$ cat src/rtl/packet_pkg.sv
// Packet field widths and the packed packet word carried through the switch.
package packet_pkg;

  localparam int ADDR_WIDTH = 2;
  localparam int DATA_WIDTH = 8;

  typedef struct packed {
    logic [ADDR_WIDTH-1:0] source;
    logic [ADDR_WIDTH-1:0] target;
    logic [DATA_WIDTH-1:0] data;
  } pkt_t;

endpackage

$ cat src/rtl/switch_egress_arb_if.sv
// Egress-stage bus: ingress request side, port output side and status.
interface switch_egress_arb_if
  import packet_pkg::*;
#(
  parameter int NUM_PORTS  = 4,
  parameter int FIFO_DEPTH = 4,
  parameter int ADDR_WIDTH = packet_pkg::ADDR_WIDTH,
  parameter int DATA_WIDTH = packet_pkg::DATA_WIDTH
);

  logic [NUM_PORTS-1:0]            req_valid;
  logic [NUM_PORTS-1:0]            req_ready;
  logic [NUM_PORTS*ADDR_WIDTH-1:0] req_source;
  logic [NUM_PORTS*ADDR_WIDTH-1:0] req_target;
  logic [NUM_PORTS*DATA_WIDTH-1:0] req_data;
  logic                            out_pause;
  logic                            valid_out;
  logic [ADDR_WIDTH-1:0]           source_out;
  logic [ADDR_WIDTH-1:0]           target_out;
  logic [DATA_WIDTH-1:0]           data_out;
  logic [$clog2(FIFO_DEPTH):0]     fifo_level;
  logic [7:0]                      misroute_cnt;

  modport slave (
    input  req_valid, req_source, req_target, req_data, out_pause,
    output req_ready, valid_out, source_out, target_out, data_out,
           fifo_level, misroute_cnt
  );

  modport master (
    output req_valid, req_source, req_target, req_data, out_pause,
    input  req_ready, valid_out, source_out, target_out, data_out,
           fifo_level, misroute_cnt
  );

endinterface

$ cat src/rtl/switch_sync_fifo.sv
// Single-clock FIFO with occupancy counter; DEPTH must be a power of two >= 2.
module switch_sync_fifo #(
  parameter int WIDTH = 8,
  parameter int DEPTH = 4
) (
  input  logic                     clk,
  input  logic                     rst,
  input  logic                     push_i,
  input  logic                     pop_i,
  input  logic [WIDTH-1:0]         wdata_i,
  output logic [WIDTH-1:0]         rdata_o,
  output logic                     full_o,
  output logic                     empty_o,
  output logic [$clog2(DEPTH):0]   level_o
);

  localparam int AW = $clog2(DEPTH);

  logic [WIDTH-1:0] mem_q [DEPTH];
  logic [AW-1:0]    wr_ptr_q, wr_ptr_d;
  logic [AW-1:0]    rd_ptr_q, rd_ptr_d;
  logic [AW:0]      level_q, level_d;
  logic             do_push, do_pop;

  assign full_o  = (level_q == (AW+1)'(DEPTH));
  assign empty_o = (level_q == '0);
  assign level_o = level_q;
  assign rdata_o = mem_q[rd_ptr_q];

  assign do_push = push_i && !full_o;
  assign do_pop  = pop_i && !empty_o;

  // NOTE: every variable gets a default before the conditionals so no latch is inferred.
  always_comb begin
    wr_ptr_d = wr_ptr_q;
    rd_ptr_d = rd_ptr_q;
    level_d  = level_q;
    if (do_push) wr_ptr_d = wr_ptr_q + 1'b1;
    if (do_pop)  rd_ptr_d = rd_ptr_q + 1'b1;
    case ({do_push, do_pop})
      2'b10:   level_d = level_q + 1'b1;
      2'b01:   level_d = level_q - 1'b1;
      default: level_d = level_q;
    endcase
  end

  // NOTE: storage is not reset; the pointers and level alone decide which words are valid.
  always_ff @(posedge clk) begin
    if (do_push) mem_q[wr_ptr_q] <= wdata_i;
  end

  // NOTE: non-blocking assignments keep every register sampling pre-edge values.
  always_ff @(posedge clk or posedge rst) begin
    if (rst) begin
      wr_ptr_q <= '0;
      rd_ptr_q <= '0;
      level_q  <= '0;
    end else begin
      wr_ptr_q <= wr_ptr_d;
      rd_ptr_q <= rd_ptr_d;
      level_q  <= level_d;
    end
  end

endmodule

$ cat src/rtl/switch_egress_arb.sv
// Per-output-port egress stage: round-robin arbiter over all ingress paths,
// misroute filter and counter, egress FIFO and registered port output.
module switch_egress_arb
  import packet_pkg::*;
#(
  parameter int NUM_PORTS  = 4,
  parameter int PORT_ID    = 0,
  parameter int FIFO_DEPTH = 4,
  parameter int ADDR_WIDTH = packet_pkg::ADDR_WIDTH,
  parameter int DATA_WIDTH = packet_pkg::DATA_WIDTH
) (
  input  logic                 clk,
  input  logic                 rst,
  switch_egress_arb_if.slave   bus
);

  localparam int PTR_W = (NUM_PORTS > 1) ? $clog2(NUM_PORTS) : 1;
  localparam int LVL_W = $clog2(FIFO_DEPTH) + 1;
  localparam logic [ADDR_WIDTH-1:0] MY_ADDR = ADDR_WIDTH'(PORT_ID);

  logic [ADDR_WIDTH-1:0] src_a [NUM_PORTS];
  logic [ADDR_WIDTH-1:0] tgt_a [NUM_PORTS];
  logic [DATA_WIDTH-1:0] dat_a [NUM_PORTS];

  for (genvar g = 0; g < NUM_PORTS; g++) begin : g_unpack
    assign src_a[g] = bus.req_source[g*ADDR_WIDTH +: ADDR_WIDTH];
    assign tgt_a[g] = bus.req_target[g*ADDR_WIDTH +: ADDR_WIDTH];
    assign dat_a[g] = bus.req_data[g*DATA_WIDTH +: DATA_WIDTH];
  end

  logic [PTR_W-1:0]     rr_ptr_q, rr_ptr_d;
  logic [7:0]           mis_cnt_q, mis_cnt_d;
  logic                 valid_out_q;
  pkt_t                 out_pkt_q;

  logic [NUM_PORTS-1:0] grant;
  logic [PTR_W-1:0]     grant_idx;
  logic [PTR_W-1:0]     scan_idx;
  logic                 grant_any;

  logic                 fifo_full, fifo_empty;
  logic [LVL_W-1:0]     fifo_level;
  pkt_t                 in_pkt, fifo_head;
  logic                 xfer, misrouted, push, pop;

  // First requester at or after rr_ptr, wrapping around the ports.
  always_comb begin
    grant     = '0;
    grant_idx = '0;
    grant_any = 1'b0;
    scan_idx  = '0;
    for (int k = 0; k < NUM_PORTS; k++) begin
      scan_idx = PTR_W'((int'(rr_ptr_q) + k) % NUM_PORTS);
      if (!grant_any && bus.req_valid[scan_idx]) begin
        grant[scan_idx] = 1'b1;
        grant_idx       = scan_idx;
        grant_any       = 1'b1;
      end
    end
  end

  // Readiness is judged on the current level, so a same-edge pop never frees a slot.
  assign bus.req_ready = (rst || fifo_full) ? '0 : grant;
  assign xfer          = grant_any && !fifo_full;

  assign in_pkt.source = src_a[grant_idx];
  assign in_pkt.target = tgt_a[grant_idx];
  assign in_pkt.data   = dat_a[grant_idx];

  assign misrouted = (in_pkt.target != MY_ADDR);
  assign push      = xfer && !misrouted;
  assign pop       = !fifo_empty && !bus.out_pause;

  always_comb begin
    rr_ptr_d  = rr_ptr_q;
    mis_cnt_d = mis_cnt_q;
    if (xfer) begin
      rr_ptr_d = PTR_W'((int'(grant_idx) + 1) % NUM_PORTS);
      if (misrouted && mis_cnt_q != 8'hFF) mis_cnt_d = mis_cnt_q + 8'd1;
    end
  end

  switch_sync_fifo #(
    .WIDTH ($bits(pkt_t)),
    .DEPTH (FIFO_DEPTH)
  ) u_fifo (
    .clk     (clk),
    .rst     (rst),
    .push_i  (push),
    .pop_i   (pop),
    .wdata_i (in_pkt),
    .rdata_o (fifo_head),
    .full_o  (fifo_full),
    .empty_o (fifo_empty),
    .level_o (fifo_level)
  );

  // Output fields hold their last value between pops; valid_out is a one-cycle pulse.
  always_ff @(posedge clk or posedge rst) begin
    if (rst) begin
      rr_ptr_q    <= '0;
      mis_cnt_q   <= '0;
      valid_out_q <= 1'b0;
      out_pkt_q   <= '0;
    end else begin
      rr_ptr_q    <= rr_ptr_d;
      mis_cnt_q   <= mis_cnt_d;
      valid_out_q <= pop;
      if (pop) out_pkt_q <= fifo_head;
    end
  end

  assign bus.valid_out    = valid_out_q;
  assign bus.source_out   = out_pkt_q.source;
  assign bus.target_out   = out_pkt_q.target;
  assign bus.data_out     = out_pkt_q.data;
  assign bus.fifo_level   = fifo_level;
  assign bus.misroute_cnt = mis_cnt_q;

endmodule

$ cat src/flat_wrapper.sv
// flat-port wrapper written by rule: the top's interface ports become plain ports
module switch_egress_arb_flat import packet_pkg::*;
#(
  parameter int NUM_PORTS  = 4,
  parameter int PORT_ID    = 0,
  parameter int FIFO_DEPTH = 4,
  parameter int ADDR_WIDTH = packet_pkg::ADDR_WIDTH,
  parameter int DATA_WIDTH = packet_pkg::DATA_WIDTH
)
  (clk, rst, bus_req_valid, bus_req_source, bus_req_target, bus_req_data, bus_out_pause, bus_req_ready, bus_valid_out, bus_source_out, bus_target_out, bus_data_out, bus_fifo_level, bus_misroute_cnt);
  switch_egress_arb_if #(.NUM_PORTS(NUM_PORTS), .FIFO_DEPTH(FIFO_DEPTH), .ADDR_WIDTH(ADDR_WIDTH), .DATA_WIDTH(DATA_WIDTH)) bus_i ();
  input  logic clk;
  input  logic rst;
  input wire logic [$bits(bus_i.req_valid)-1:0] bus_req_valid;
  input wire logic [$bits(bus_i.req_source)-1:0] bus_req_source;
  input wire logic [$bits(bus_i.req_target)-1:0] bus_req_target;
  input wire logic [$bits(bus_i.req_data)-1:0] bus_req_data;
  input wire logic [$bits(bus_i.out_pause)-1:0] bus_out_pause;
  output wire logic [$bits(bus_i.req_ready)-1:0] bus_req_ready;
  output wire logic [$bits(bus_i.valid_out)-1:0] bus_valid_out;
  output wire logic [$bits(bus_i.source_out)-1:0] bus_source_out;
  output wire logic [$bits(bus_i.target_out)-1:0] bus_target_out;
  output wire logic [$bits(bus_i.data_out)-1:0] bus_data_out;
  output wire logic [$bits(bus_i.fifo_level)-1:0] bus_fifo_level;
  output wire logic [$bits(bus_i.misroute_cnt)-1:0] bus_misroute_cnt;
  assign bus_i.req_valid = bus_req_valid;
  assign bus_i.req_source = bus_req_source;
  assign bus_i.req_target = bus_req_target;
  assign bus_i.req_data = bus_req_data;
  assign bus_i.out_pause = bus_out_pause;
  assign bus_req_ready = bus_i.req_ready;
  assign bus_valid_out = bus_i.valid_out;
  assign bus_source_out = bus_i.source_out;
  assign bus_target_out = bus_i.target_out;
  assign bus_data_out = bus_i.data_out;
  assign bus_fifo_level = bus_i.fifo_level;
  assign bus_misroute_cnt = bus_i.misroute_cnt;
  switch_egress_arb #(.NUM_PORTS(NUM_PORTS), .PORT_ID(PORT_ID), .FIFO_DEPTH(FIFO_DEPTH), .ADDR_WIDTH(ADDR_WIDTH), .DATA_WIDTH(DATA_WIDTH)) u_core (.clk(clk), .rst(rst), .bus(bus_i));
endmodule
$ cat config.mk
export PLATFORM = sky130hd
export DESIGN_NAME = switch_egress_arb_flat
export DESIGN_NICKNAME = d
export VERILOG_FILES = /design/src/rtl/packet_pkg.sv /design/src/rtl/switch_egress_arb_if.sv /design/src/rtl/switch_sync_fifo.sv /design/src/rtl/switch_egress_arb.sv /design/src/flat_wrapper.sv
export SDC_FILE = /design/constraint.sdc
export NUM_CORES = 1
export LEC_CHECK = 0
export CORE_UTILIZATION = 56
export CTS_CLUSTER_SIZE = 40
export DETAILED_ROUTE_END_ITERATION = 7
export GPL_ROUTABILITY_DRIVEN = 1
export GPL_TIMING_DRIVEN = 1
export PLACE_DENSITY_LB_ADDON = 0.05
export SYNTH_ARGS = -nofsm -noshare
export SYNTH_HDL_FRONTEND = slang
export SYNTH_SLANG_ARGS = --single-unit
$ cat constraint.sdc
create_clock -name clk -period 10.31 [get_ports clk]
set_clock_uncertainty 0.05 [all_clocks]
set_input_delay 1.031 -clock clk [delete_from_list [all_inputs] [get_ports clk]]
set_output_delay 1.031 -clock clk [all_outputs]
set_load 0.01 [all_outputs]
==> Word level (Yosys, flattened, before mapping) <==
Memories as Yosys holds them, arrays and structs flattened. A register that Yosys moved wholly into a read port is not among the register bits.
Cells that the tools add are included.
{ "word_totals": {"n_memories": 1, "word_cells": 99, "reg_bits": 18, "in_bits": 55, "out_inout_bits": 28, "ram_bits": 48} }
{ "classes": {"eq_ne": 4, "n_addsub": 9, "n_reduce_logical": 25, "n_bitwise": 4, "n_lt_le_gt_ge": 9, "n_mux": 41} }
{ "mem_list": {"columns": ["name", "depth", "word_bits", "read_ports", "rd_ports_with_merged_regs", "write_ports", "line_no", "source"], "rows": [
  ["u_core.u_fifo.mem_q", 4, 12, 1, 1, 1, "switch_sync_fifo.sv:19", "logic [WIDTH-1:0] mem_q [DEPTH];"]
]} }
{ "op_table": {"columns": ["op", "count"], "rows": [
  ["$mux W4", 5],
  ["$bmux W8 S2", 1],
  ["$mux W2", 8],
  ["$mux W8", 2],
  ["$mux W1", 14],
  ["$logic_and A1 B1 Y1", 13],
  ["$lt A2 B3 Y1 const B", 4],
  ["$or A4 B4 Y4", 3],
  ["$add A2 B1 Y2 const B", 4],
  ["$add A8 B1 Y8 const B", 1],
  ["$bmux W1 S2", 4],
  ["$bmux W2 S2", 2],
  ["$demux W1 S2", 4],
  ["$ge A2 B1 Y1 const B", 4],
  ["$ne A8 B8 Y1 const B", 1],
  ["$logic_not A1 Y1", 7],
  ["$pmux W3 S2", 1],
  ["$add A2 B2 Y2 const B", 2],
  ["$reduce_bool A2 Y1", 2],
  ["$add A3 B1 Y3 const B", 1],
  ["$eq A3 B3 Y1 const B", 1],
  ["$ge A3 B3 Y1 const B", 1],
  ["$logic_not A3 Y1", 1],
  ["$not A2 Y3", 1],
  ["5 further kinds", 5]
]} }

==> Depth between registers and ports, before layout <==
Gate-level depths: netlist (run 1).
{ "depth": {"depth_word": 22, "ltp_mapped": 17, "mapped_depth_nobuf": 15} }

==> Modules after synthesis <==
A second synthesis (run 1) with hierarchy kept.
{ "unflattened": {"cells_unflattened": 296, "hier_area_um2": 4071.4} }
{ "modules_own_cells": {"columns": ["mod", "n_inst", "cells_per_inst", "area_each_um2"], "rows": [
  ["switch_sync_fifo", 1, 101, 2192.1],
  ["switch_egress_arb", 1, 195, 1879.3]
]} }

==> Least setup slack after synthesis (run 1) <==
Ideal clock, no wire load.
{ "synth_timing": {"path_kind": "input to register", "from": "input bus_req_valid[2]", "to": "register u_core.u_fifo.level_q[2], in the netlist u_core.u_fifo.level_o[2]", "setup_time_ps": 79, "path_stages": 14, "t_required_ps": 10181, "setup_slack_ps": 6669, "t_arrival_ps": 3512, "path_cell_list": "buf_2 > and3b_1 > a21oi_2 > o21ai_4 > o21ai_4 > mux2i_4 > o22ai_4 > inv_1 > ha_1 > inv_1 > fa_1 > xor2_1 > nor2_1 > xor2_1"} }
{ "synth_between": {"elab_chain_len": 22, "word_cells_on_any_way": 35, "classes_between": "eq/ne (2); mux (20); bitwise (1); reduce/logical (12)"} }
{ "synth_rtl": {"columns": ["element", "line_no", "source"], "rows": [
  ["start: declaration", "flat_wrapper.sv:14", "input wire logic [$bits(bus_i.req_valid)-1:0] bus_req_valid;"],
  ["$bmux W1 S2", "switch_egress_arb.sv:54", "if (!grant_any && bus.req_valid[scan_idx]) begin"],
  ["$mux W1 (implied by the code)", "switch_egress_arb.sv:54", null],
  ["$mux W1", "switch_egress_arb.sv:54", null],
  ["$logic_not A1 Y1", "switch_egress_arb.sv:54", null],
  ["$logic_and A1 B1 Y1", "switch_egress_arb.sv:54", null],
  ["$mux W1", "switch_egress_arb.sv:54", null],
  ["$logic_not A1 Y1", "switch_egress_arb.sv:54", null],
  ["$logic_and A1 B1 Y1", "switch_egress_arb.sv:54", null],
  ["(+5 left out)", null, null],
  ["$bmux W2 S2", "switch_egress_arb.sv:67", "assign in_pkt.target = tgt_a[grant_idx];"],
  ["$mux W2 (implied by the code) (2 in a row)", "switch_egress_arb.sv:67", null],
  ["$reduce_bool A2 Y1", "switch_egress_arb.sv:70", "assign misrouted = (in_pkt.target != MY_ADDR);"],
  ["$logic_not A1 Y1", "switch_egress_arb.sv:71", "assign push = xfer && !misrouted;"],
  ["$logic_and A1 B1 Y1 (*)", "switch_egress_arb.sv:71", null],
  ["$logic_and A1 B1 Y1 (*)", "switch_sync_fifo.sv:30", "assign do_push = push_i && !full_o;"],
  ["$eq A2 B1 Y1 / $eq A2 B2 Y1 (equally long branches)", "switch_sync_fifo.sv:40", "case ({do_push, do_pop})"],
  ["$pmux W3 S2 / $reduce_bool A2 Y1 (equally long branches)", null, null],
  ["end signal: assignment", "switch_sync_fifo.sv:61", "level_q <= level_d;"],
  ["end: declaration", "switch_sync_fifo.sv:22", "logic [AW:0] level_q, level_d;"]
]} }
Every way passes the cells marked *; elsewhere a longest branch is shown, timed or not. The select of a mux whose other input is x is not followed.
A chain may end at the register's enable or synchronous reset.

==> Final worst setup path (run 1) <==
{ "layout_timing": {"from": "register u_core.rr_ptr_q[0]", "to": "register u_core.u_fifo.level_q[2], in the netlist u_core.u_fifo.level_o[2]"} }
{ "layout_between": {"elab_chain_len": 22, "word_cells_on_any_way": 38, "classes_between": "add/sub (3); eq/ne (2); mux (20); bitwise (1); reduce/logical (12)"} }
{ "layout_rtl": {"columns": ["element", "line_no", "source"], "rows": [
  ["start: declaration", "switch_egress_arb.sv:31", "logic [PTR_W-1:0] rr_ptr_q, rr_ptr_d;"],
  ["start signal: assignment", "switch_egress_arb.sv:106", "rr_ptr_q <= rr_ptr_d;"],
  ["branches (longest 18 deep; another with $add A2 B1 Y2)", null, null],
  ["$logic_and A1 B1 Y1 (*)", "switch_egress_arb.sv:71", null],
  ["$logic_and A1 B1 Y1 (*)", "switch_sync_fifo.sv:30", null],
  ["$eq A2 B1 Y1 / $eq A2 B2 Y1 (equally long branches)", "switch_sync_fifo.sv:40", null],
  ["$pmux W3 S2 / $reduce_bool A2 Y1 (equally long branches)", null, null]
]} }
Mark *: on every way between the ends. The select of a mux whose other input is x is not followed.

==> flow_metrics.py, run 1 <==
metrics = {
    "grt": {
        "grt_pass1_vias": 2718,
        "antenna_found_initial": 0,
        "grt_max_degree": 32,
        "overflow": 0,
        "gr-max-usage-layer": "met2",
        "grtUsageTotal_pct": 22.2,
        "grt_util_met1_pct": 29.6,
        "grt_first_pass_wirelength_mm": 12.9,
        "gr-usage-met3_pct": 4.15,
        "grtUsageMet2_pct": 37.2,
    },
    "power_and_ir_drop": {
        "peakVddDrop_mv": 0.173,
        "p_leak_nw": 1.95,
        "power_density_nw_per_um2": 321,
        "finalPower_mw": 1.67,
    },
    "job": {
        "drv_cap": 0,
    },
    "finish": {
        "area_growth_pct": 25.4,
        "stdcell_count": 513,
        "fin_nets": 478,
        "antennaDiodeCount": 0,
        "final_util_pct": 72.3,
        "nFillCells": 523,
        "drive_gt1_share_pct": 15.9,
    },
    "synth": {
        "syn_area_um2": 4160,
        "netlist_top_cells_area": "edfxtp_1, dfrtp_1, mux4_2",
        "yosysSeqAreaShare_pct": 52.7,
        "synth_top_area_share_pct": 34.6,
        "yosys.cell_types.count": 47,
        "ys_ff_latch": 78,
        "yosysWarningCount": 0,
        "synth_ff_type": "edfxtp_1",
        "synth-edff-count": 48,
        "post-synth-top-count-cell": "edfxtp_1",
        "syn_nets": 400,
        "synth_top_area_cell": "edfxtp_1",
        "synth_common_cells": "edfxtp_1, nor2_1, nand2_1, dfrtp_1, mux2_2",
        "async_flop_share_pct": 38.5,
        "syn-mean-instance-area_um2": 12.6,
        "postSynthCellCount": 331,
    },
    "cts": {
        "htreeDepth": 3,
        "clk_pin_slew_ps": 90,
        "cts_setup_buffers": 0,
        "cts_resized": 0,
        "clockBufferDepth": 2,
        "clkSinkCount": 78,
        "root_buffer": "clkbuf_8",
        "cts_hold_buf": 0,
        "cts_buffers": 9,
        "clkLatencyLatePin_ps": 350,
        "cts_tree": "yes",
    },
    "place": {
        "dpl.cell_count": 497,
        "post-dp-hpwl_mm": 5.79,
        "port_buffers": 82,
        "gp_congestion": 0.831,
    },
    "critical_path": {
        "crit_slowest_cell": "dfrtp_1",
        "startpoint_type": "flip-flop",
        "worstPathArrival_ps": 4710,
        "cpPeakStageDelay_ps": 790,
        "critPathKind": "flip-flop to flip-flop",
        "crit_path_max_fanout": 28,
        "cp.required_ps": 10530,
        "critPathCaptureType": "flip-flop",
        "cp_cell_sequence": "inv_2 > ha_1 > and3b_1 > o21ai_2 > o21ai_4 > o21ai_4 > mux2i_4 > o22ai_4 > inv_1 > ha_1 > inv_1 > fa_1 > xor2_1 > nor2_1 > xor2_1",
    },
    "floorplan": {
        "core_um2": 7210,
        "dieHeight_um": 88.2,
        "dieArea_um2": 7780,
        "num_io_pins": 83,
        "die_x_um": 88.2,
        "start_util_pct": 57.7,
        "rows": 31,
    },
    "sta": {
        "rsz0062_at_grt": "no",
        "finalSetupViolCount": 0,
        "setup-tns-final_ps": 0,
        "fmax_ghz": 0.223,
        "hold_viol": 0,
        "worst_slew_pin_slew_ps": 838,
        "period_share_pct": 43.6,
        "max_slew_margin_pct": 44.0,
        "min_period_ps": 4490,
        "slew_violations": 0,
    },
    "routing": {
        "num_vias": 2863,
        "initialDrtViolationCount": 98,
        "viasPerCell": 5.58,
        "wirelength_mm": 8.25,
        "drtAntennaViolNets": 0,
        "drc": 0,
        "first_pass_iters": 8,
        "drt-wirelength-per-cell_um": 16.1,
    },
    "outcome": {
        "status": "completed",
    },
    "hold_path": {
        "hold_class": "flip-flop to flip-flop",
    },
}
-- kinds of logic after synthesis --
group | count (synthesis) | share of synthesized area (%)
compound gates | 43 | 8.09
xor+xnor | 15 | 3.16
fa+ha+maj | 14 | 4.39
buf+inv | 28 | 3.19
flops | 78 | 52.7
mux | 47 | 17.1
simple gates | 106 | 11.4
-- cell usage in the layout, fill, tap and decap left out, types with 5 or more instances in the layout --
| cell | n |
|---|---|
| clkdlybuf4s50_1 | 82 |
| edfxtp_1 | 48 |
| nor2_1 | 42 |
| nand2_1 | 36 |
| dfrtp_1 | 30 |
| mux2_2 | 19 |
| mux4_2 | 14 |
| ha_1 | 13 |
| xnor2_1 | 12 |
| a31oi_1 | 12 |
| a22oi_1 | 10 |
| inv_1 | 9 |
| clkbuf_8 | 9 |
| and2_1 | 6 |
| a21oi_1 | 5 |
| mux2i_1 | 5 |
| and3_1 | 5 |
| mux2_1 | 5 |
-- power breakdown --
group	leakage, nW	total (mW)	switching [mW]	internal, mW
registers	0.791	0.605	0.0971	0.508
clock network	0.0892	0.216	0.123	0.0925
logic	1.07	0.853	0.438	0.415
-- flip-flops by register name, indices dropped and copies added (netlist names) --
signal / cells
u_core.bus.source_out: 2
u_core.bus.valid_out: 1
u_core.u_fifo.wr_ptr_q: 2
u_core.bus.misroute_cnt: 8
u_core.u_fifo.mem_q: 48
u_core.bus.data_out: 8
u_core.u_fifo.rd_ptr_q: 2
u_core.rr_ptr_q: 2
u_core.bus.target_out: 2
u_core.u_fifo.level_o: 3
-- critical path, delay by kind of cell (launching register included) --
| kind | cells | cell delay (ps) |
|---|---|---|
| adder cells (fa/ha/maj) | 3 | 1000 |
| AND/OR/NAND/NOR | 2 | 350 |
| flip-flops | 1 | 790 |
| multiplexers | 1 | 500 |
| buffers and inverters | 3 | 300 |
| XOR/XNOR | 2 | 300 |
| AO/OA/AOI/OAI | 4 | 1120 |
-- layout make-up --
type,count,area (um^2),area share [%]
tap,99,124,2.37
clock buffer,9,124,2.37
inverter,10,37.5,0.719
sequential,78,2190,42.0
multi-input combinational,225,1840,35.2
clock inverter,7,61.3,1.17
timing repair buffer,85,843,16.2
-- metrics by stage --
stage          setup WS [ps]  area [um^2]  hold slack (ps)
6_report                5820         5220              453
5_1_grt                 5450         5220              477
4_1_cts                 5790         5220              460
3_5_place_dp            5560         5030              442
3_3_place_gp            5660         5030              429
2_1_floorplan           6670         4160              470
-- per-layer routing --
layer	part of all wire, %	wire length, um
met1	45	3700
met2	50	4120
met4	1.2	100
met3	4.0	330
met5	0	0
-- final timing paths --
| kind | startpoint | to | slack [ps] | cells after the start |
|---|---|---|---|---|
| setup / recovery | u_core.rr_ptr_q[0]$_DFFE_PP0P_ | u_core.u_fifo.level_o[2]$_DFFE_PP0P_ | 5820 | 15 |
| hold / removal | u_core.bus.misroute_cnt[7]$_DFFE_PP0P_ | u_core.bus.misroute_cnt[7]$_DFFE_PP0P_ | 450 | 1 |
| setup reg to reg | u_core.rr_ptr_q[0]$_DFFE_PP0P_ | u_core.u_fifo.level_o[2]$_DFFE_PP0P_ | 5820 | 15 |
| hold reg to reg | u_core.bus.misroute_cnt[7]$_DFFE_PP0P_ | u_core.bus.misroute_cnt[7]$_DFFE_PP0P_ | 450 | 1 |
| max in group asynchronous | rst | u_core.bus.data_out[3]$_DFFE_PP0P_ | 8870 | 3 |
| min in group asynchronous | rst | u_core.bus.misroute_cnt[7]$_DFFE_PP0P_ | 1020 | 3 |
Note: power is estimated with default switching activity, not from simulation.
==> run 2, diff against run 1 <==
--- a/config.mk
+++ b/config.mk
@@ -5,7 +5,7 @@
 export SDC_FILE = /design/constraint.sdc
 export NUM_CORES = 1
 export LEC_CHECK = 0
-export CORE_UTILIZATION = 56
+export CORE_UTILIZATION = 47
 export CTS_CLUSTER_SIZE = 40
 export DETAILED_ROUTE_END_ITERATION = 7
 export GPL_ROUTABILITY_DRIVEN = 1
==> constraint.sdc (replaced) <==
create_clock -name clk -period 4.1 [get_ports clk]
set_clock_uncertainty 0.05 [all_clocks]
set_input_delay 0.41 -clock clk [delete_from_list [all_inputs] [get_ports clk]]
set_output_delay 0.41 -clock clk [all_outputs]
set_load 0.01 [all_outputs]
==> run 2 against run 1 <==
  * Via count grew 0.42%
  * Global-route usage shrank 1.0 points
  * Critical path depth is the same
  * Die area grew 19%
  * Register-to-register slack lost 5400 ps
  * Clock-buffer cell count grew 1
  * Combinational power grew to 2.7 times the previous value
  * Highest routed layer unchanged
==> flow_metrics.py, run 2 (synthesis results as in run 1) <==
metrics = {
    "place": {
        "port_buffers": 82,
        "post-dp-hpwl_mm": 6.35,
        "dpl-instance-area_um2": 5100,
        "dpl_worst_slack_ps": 290,
        "gp_congestion": 0.846,
        "dpl.cell_count": 511,
    },
    "grt": {
        "grt_first_pass_wirelength_mm": 14.3,
        "grt_max_degree": 31,
        "antenna_found_initial": 0,
        "grtUsageTotal_pct": 21.2,
        "grt_pass1_vias": 2715,
        "overflow": 0,
    },
    "floorplan": {
        "die_x_um": 96.1,
        "num_io_pins": 83,
        "rows": 33,
        "dieArea_um2": 9230,
        "core_um2": 8380,
        "dieHeight_um": 96.1,
        "start_util_pct": 49.6,
    },
    "finish": {
        "stdcell_count": 527,
        "drive_gt1_share_pct": 17.5,
        "regMostFlops": "u_core.u_fifo.mem_q",
        "antennaDiodeCount": 0,
        "fin_area_um2": 5300,
        "layout_commonest_cell": "clkdlybuf4s50_1",
        "nFillCells": 695,
        "area_growth_pct": 27.4,
        "layout_common_cells": "clkdlybuf4s50_1, edfxtp_1, nor2_1",
        "fin_nets": 486,
        "largest_reg_flops": 48,
    },
    "critical_path": {
        "critPathCapture": "u_core.u_fifo.level_o[2]$_DFFE_PP0P_",
        "critPathCaptureType": "flip-flop",
        "startpoint_type": "flip-flop",
        "r2r_cells": 15,
        "r2r_slack_ps": 420,
        "crit_path_max_fanout": 9,
        "worstPathArrival_ps": 3900,
        "r2r-start": "u_core.rr_ptr_q[1]$_DFFE_PP0P_",
        "rr_endpoint": "u_core.u_fifo.level_o[2]$_DFFE_PP0P_",
        "crit_path_start": "u_core.rr_ptr_q[1]$_DFFE_PP0P_",
        "cp.required_ps": 4310,
        "critPathKind": "flip-flop to flip-flop",
    },
    "sta": {
        "hold_viol": 0,
        "whs_ps": 440,
        "rsz0062_at_grt": "no",
        "fin_ws_ps": 415,
        "finalSetupViolCount": 0,
        "max_slew_margin_pct": 43.8,
        "min_period_ps": 3680,
        "setup-tns-final_ps": 0,
        "slew_violations": 0,
        "worst_slew_pin_slew_ps": 843,
        "period_share_pct": 89.9,
        "fmax_ghz": 0.271,
    },
    "cts": {
        "cts_tree": "yes",
        "clockBufferDepth": 2,
        "clkSinkCount": 78,
        "clk_pin_slew_ps": 80,
        "cts_buffers": 9,
        "clkLatencyLatePin_ps": 340,
        "htreeDepth": 3,
        "root_buffer": "clkbuf_8",
        "cts_hold_buf": 0,
    },
    "routing": {
        "num_vias": 2875,
        "drc": 0,
        "viasPerCell": 5.46,
        "drtAntennaViolNets": 0,
        "initialDrtViolationCount": 102,
        "drt-wirelength-per-cell_um": 17.0,
        "wirelength_mm": 8.97,
        "first_pass_iters": 4,
    },
    "power_and_ir_drop": {
        "power_density_nw_per_um2": 816,
        "p_leak_nw": 1.99,
        "peakVddDrop_mv": 0.403,
    },
    "hold_path": {
        "hold_class": "input port to async pin",
    },
    "job": {
        "drv_cap": 0,
    },
    "outcome": {
        "status": "completed",
    },
}
-- run 2: per-layer routing --
layer  vias to the layer above  GRT usage [%]  routed length (um)
li1                       1377              -                   -
met1                      1400           30.6                4230
met2                        91           32.6                4290
met3                         7           4.34                 376
met4                         0           5.60                  73
met5                         -              0                   0
-- run 2: critical path, cell delays in order (launching register included) --
cell     delay (ps)
dfrtp_2         480
inv_1           130
ha_1            420
and3b_1         240
o21ai_2         160
o21ai_4         120
o21ai_4         300
mux2i_4         440
o22ai_4         160
inv_1            90
ha_1            170
inv_1            60
fa_1            370
xor2_1          150
nor2_1          110
xor2_1          150
-- run 2: layout make-up --
| class | count | area (um^2) | share of cell area (%) |
|---|---|---|---|
| clock buffer | 10 | 128 | 2.41 |
| clock inverter | 6 | 70.1 | 1.32 |
| inverter | 10 | 37.5 | 0.708 |
| multi-input combinational | 225 | 1840 | 34.7 |
| sequential | 78 | 2190 | 41.4 |
| tap | 105 | 131 | 2.48 |
| timing repair buffer | 93 | 903 | 17.0 |
-- run 2: what timing repair did --
item                                    CTS  global route
buffers inserted                          0             0
endpoints found under the setup margin    0             1
gates resized for setup                   0             1
-- run 2: stage by stage --
stage	util, %	power (mW)
global route	63.2	4.65
finish	63.2	4.33
detailed placement	60.9	3.78
CTS	63.2	4.37
global placement	60.9	3.75
floorplan	-	3.06
-- run 2: power breakdown --
part,switching [mW],internal [mW]
Clock,0.284,0.284
Sequential,0.211,1.28
Combinational,1.17,1.10
Total,1.67,2.66
-- run 2: how the worst min path moves through the flow --
stage	start	end	slack [ps]	depth (start not counted)
after floorplan	rst	u_core.bus.data_out[0]$_DFFE_PP0P_	460	1
after global placement	u_core.bus.misroute_cnt[5]$_DFFE_PP0P_	u_core.bus.misroute_cnt[5]$_DFFE_PP0P_	440	1
after detailed placement	u_core.bus.misroute_cnt[5]$_DFFE_PP0P_	u_core.bus.misroute_cnt[5]$_DFFE_PP0P_	440	1
after CTS	rst	u_core.bus.data_out[1]$_DFFE_PP0P_	450	3
after global routing	u_core.bus.target_out[1]$_DFFE_PP0P_	u_core.bus.target_out[1]$_DFFE_PP0P_	480	1
final	rst	u_core.bus.data_out[1]$_DFFE_PP0P_	440	3
